==> src/rtl/updown_mod_counter.sv <==
// ---------------------------------------------------------------------------
// updown_mod_counter
//   Up/down counter over the range 0..MODULUS-1. At a range boundary it
//   either wraps or saturates (hold), as selected by sat. It also supports a
//   synchronous clear and a range-checked parallel load.
//
// Parameters
//   WIDTH    counter width in bits (1..32)
//   MODULUS  count range 0..MODULUS-1 (2..2**WIDTH)
//
// Ports
//   clk       rising-edge clock
//   rst       asynchronous active-low reset
//   clr       synchronous clear (highest priority)
//   load      synchronous load strobe; load_val is range-checked
//   load_val  value to load
//   en        count enable
//   up_dn     direction select: 1 = up, 0 = down
//   sat       boundary mode select: 1 = saturate, 0 = wrap
//   q         registered count
//   tc        combinational terminal count (the next enabled step is a
//             boundary step)
//   wrap      one-cycle pulse after a wrap step
//   ovf       sticky flag set by any boundary step; cleared by clr/rst only
//   load_err  one-cycle pulse after an out-of-range load
// ---------------------------------------------------------------------------
module updown_mod_counter #(
  parameter int     WIDTH   = 3,
  parameter longint MODULUS = 8
) (
  input  logic             clk,
  input  logic             rst,
  input  logic             clr,
  input  logic             load,
  input  logic [WIDTH-1:0] load_val,
  input  logic             en,
  input  logic             up_dn,
  input  logic             sat,
  output logic [WIDTH-1:0] q,
  output logic             tc,
  output logic             wrap,
  output logic             ovf,
  output logic             load_err
);

  // MODULUS-1 always fits in WIDTH bits, even when MODULUS == 2**WIDTH.
  // All range checks are therefore made against MAX_V, and MODULUS itself
  // is never formed in WIDTH-bit arithmetic, so no comparison can alias.
  localparam logic [WIDTH-1:0] MAX_V = WIDTH'(MODULUS - 1);
  localparam logic [WIDTH-1:0] ONE   = WIDTH'(1);

  logic [WIDTH-1:0] r_q, w_q_nxt;
  logic             r_wrap, w_wrap_nxt;
  logic             r_ovf, w_ovf_nxt;
  logic             r_lerr, w_lerr_nxt;
  logic             w_at_top, w_at_bot, w_bnd;

  assign w_at_top = (r_q == MAX_V);
  assign w_at_bot = (r_q == '0);
  // The step in the currently selected direction would leave the range.
  assign w_bnd    = up_dn ? w_at_top : w_at_bot;

  always_comb begin
    w_q_nxt    = r_q;
    w_wrap_nxt = 1'b0;
    w_ovf_nxt  = r_ovf;
    w_lerr_nxt = 1'b0;
    if (clr) begin
      w_q_nxt   = '0;
      w_ovf_nxt = 1'b0;
    end else if (load) begin
      // A load clamps to the top of the range and flags the error. It never
      // touches wrap or ovf, and en is ignored on a load cycle.
      if (load_val > MAX_V) begin
        w_q_nxt    = MAX_V;
        w_lerr_nxt = 1'b1;
      end else begin
        w_q_nxt = load_val;
      end
    end else if (en) begin
      if (w_bnd) begin
        w_ovf_nxt = 1'b1;
        if (!sat) begin
          w_wrap_nxt = 1'b1;
          w_q_nxt    = up_dn ? '0 : MAX_V;
        end
      end else begin
        w_q_nxt = up_dn ? (r_q + ONE) : (r_q - ONE);
      end
    end
  end

  always_ff @(posedge clk or negedge rst) begin
    if (!rst) begin
      r_q    <= '0;
      r_wrap <= 1'b0;
      r_ovf  <= 1'b0;
      r_lerr <= 1'b0;
    end else begin
      r_q    <= w_q_nxt;
      r_wrap <= w_wrap_nxt;
      r_ovf  <= w_ovf_nxt;
      r_lerr <= w_lerr_nxt;
    end
  end

  assign q        = r_q;
  assign wrap     = r_wrap;
  assign ovf      = r_ovf;
  assign load_err = r_lerr;
  assign tc       = en & w_bnd;

endmodule

==> config.mk <==
export PLATFORM = sky130hd
export DESIGN_NAME = updown_mod_counter
export DESIGN_NICKNAME = d
export VERILOG_FILES = /design/src/rtl/updown_mod_counter.sv
export SDC_FILE = /design/constraint.sdc
export NUM_CORES = 1
export LEC_CHECK = 0
export CAP_MARGIN = 40
export CORE_AREA = 2 2 39 41
export CTS_BUF_LIST = sky130_fd_sc_hd__clkbuf_16
export DETAILED_ROUTE_END_ITERATION = 8
export DIE_AREA = 0 0 41 43
export PLACE_DENSITY_LB_ADDON = 0.3
export REMOVE_ABC_BUFFERS = 1
export SYNTH_ARGS = -nofsm -noshare
export SYNTH_HDL_FRONTEND = slang
export SYNTH_SLANG_ARGS = --single-unit
==> constraint.sdc <==
create_clock -name clk -period 2.6 [get_ports clk]
set_input_delay 0.52 -clock clk [delete_from_list [all_inputs] [get_ports clk]]
set_output_delay 0.52 -clock clk [all_outputs]
set_load 0.05 [all_outputs]
==> results.yml <==
run_status:
  status: "completed"
clock_network:
  cts_resized: 0
  cts_sinks: 6
  htreeDepth: 1
  max-clock-path-buffers: 2
  cts_made_buffers: 3
  clk_latency_ps: 220
  cts_tree: "built"
  postCtsSetupBuffers: 0
  cts-hold-fix-buffers: 0
  cts-root-buf: "clkbuf_16"
  clk_pin_slew_ps: 30
yosys:
  synth_seq_cells: 6
  synth_compound_area_share_pct: 28.8
  synth_cells: 50
  synth_top_family_by_area: "compound AO/OA/AOI/OAI gates"
  syn_area_sq_um: 455
  synthFlopType: "dfrtp_1"
  synthArstFlopShare_pct: 100
  synth_simple_gate_area_share_pct: 23.4
  ys_types: 27
  synth_mux_area_share_pct: 0
  synth_edf_count: 0
  yosysWarnings: 0
  syn_area_per_cell_sq_um: 9.11
  synth_seq_area_share_pct: 33.0
  synth_xor_area_share_pct: 1.92
  synthAdderAreaFrac_pct: 4.40
die:
  rows: 14
  core_area_sq_um: 1380
  dieWidth_um: 41
  ios: 17
  dieArea_sq_um: 1760
  die-height_um: 43
  initial_core_util_pct: 32.9
pwr:
  swShare_pct: 25.4
  power_frac_seq_pct: 23.6
  pwr-share-comb_pct: 25.0
  power.density_nw_per_um2: 655
  p_leak_nw: 0.287
  p_switching_mw: 0.119
  p_clk_share_pct: 51.5
  vdd_drop_max_uv: 617
  intPower_mw: 0.349
critical_path:
  critPathArrivalTime_ps: 1860
  cp_max_fo: 8
  crit-reg2reg-launch: "q[0]"
  worstPathRequired_ps: 2080
  r2r_slack_ps: 500
  r2r-end: "q[2]"
  rr_worst_depth: 6
  crit_type: "in -> out"
  crit_path_start_kind: "input pin"
  end_kind: "output pin"
sta:
  worst_slack_ps: 223
  slew_violations: 0
  max_freq_mhz: 421
  setup-violations-final: 0
  rsz0062_at_grt: "false"
  finalHoldViolCount: 0
  tns_ps: 0
  finalCritPeriodShare_pct: 91.4
  period_needed_ps: 2380
  fin_worst_skew_ps: 1.20
cells_and_area:
  fillers: 130
  final_common_cell: "clkdlybuf4s50_1"
  final_core_util_pct: 51.7
  drive_gt1_share_pct: 19.1
  final_cell_mix: "clkdlybuf4s50_1, nor2_1, dfrtp_1, inv_1"
  final_area_sq_um: 716
  multi_input_area_sq_um: 270
  seqCellArea_sq_um: 150
  n_antenna_cell: 0
  fin_nets: 81
  syn2layout_area_growth_pct: 57.1
placement:
  place_hpwl_um: 769
  io_buffers: 16
  place_area_sq_um: 641
  pre_cts_ws_ps: 91.3
  gp_congestion: 0.787
grt:
  grt_antenna_before_repair: 0
  grt_pass1_wl_um: 1790
  grt_pass1_vias: 405
  gr-total-overflow: 0
  grt_max_degree: 11
  grt.total_usage_pct: 15.0
worst_hold_path:
  min_path_cells: 2
  hold_path.startpoint: "ovf"
  hold_class: "reg -> reg"
  min_to: "ovf"
job:
  drv_cap: 0
route:
  ant_nets: 0
  via_count: 446
  drt-total-wl_um: 1030
  drt-pass1-iter-count: 4
  viasPerCell: 5.31
  wire_per_inst_um: 12.3
  drc_errors: 0
  first_iter_violations: 7
## state kept, by name, summed over array words and instances (netlist names)
| register | flops |
|---|---|
| ovf | 1 |
| wrap | 1 |
| load_err | 1 |
| q | 3 |
## final cells by class
cell class | count | share of cell area [%]
Clock buffer | 3 | 10.5
Inverter | 4 | 2.10
Multi-Input combinational cell | 37 | 37.8
Sequential cell | 6 | 21.0
Tap cell | 16 | 2.80
Timing Repair Buffer | 18 | 25.9
## power groups by stage
stage	logic [mW]	registers, mW	clock network [mW]
2_1_floorplan	0.0480	0.130	0
3_3_place_gp	0.117	0.112	0
4_1_cts	0.118	0.110	0.246
5_1_grt	0.129	0.112	0.255
6_report	0.117	0.110	0.241
3_5_place_dp	0.117	0.111	0
## how the worst max path moves through the flow
| stage | cells after the start | from | slack [ps] | end |
|---|---|---|---|---|
| floorplan | 6 | q[0] | 290 | q[2] |
| global placement | 6 | up_dn | 120 | q[2] |
| detailed placement | 6 | up_dn | 90 | q[2] |
| CTS | 6 | up_dn | 210 | tc |
| global route | 6 | up_dn | 170 | q[2] |
| finish | 6 | up_dn | 220 | tc |
## synth_stat cells (2+ instances only)
master     count  area, sq um
dfrtp_1        6          150
nor2_1         6         22.5
inv_1          4         15.0
a2111oi_2      3         45.0
a21oi_1        3         15.0
nand2_1        3         11.3
a31oi_1        2         12.5
nor3_1         2         10.0
nor4b_1        2         17.5
o21ai_0        2         10.0
## per-layer routing
metal / GRT usage, % / vias up / wire length, um
met2: 19.1 / 20 / 473
li1: - / 218 / -
met4: 4.00 / 0 / 0
met3: 5.76 / 0 / 91
met5: 0 / - / 0
met1: 23.0 / 208 / 467
## critical path, stage by stage
cell             delay, ps
clkdlybuf4s50_1        540
buf_4                  180
nand4_1                170
o21ai_4                120
and2_2                 190
buf_12                 140
## through the flow
step | hold slack, ps | power, mW | std cells
floorplan | 224 | 0.178 | 47
global placement | 513 | 0.228 | 81
detailed placement | 509 | 0.228 | 81
CTS | 521 | 0.475 | 84
global route | 562 | 0.495 | 84
finish | 508 | 0.468 | 84
## cell families (layout without fill, tap and decap cells)
group / count (synthesis) / in the layout
flip-flops: 6 / 6
AND/OR/NAND/NOR: 19 / 19
AO/OA/AOI/OAI: 15 / 15
other: 1 / 1
XOR/XNOR: 1 / 1
adder cells (fa/ha/maj): 1 / 1
buffers and inverters: 7 / 25
Note: power is estimated with default switching activity, not from simulation.
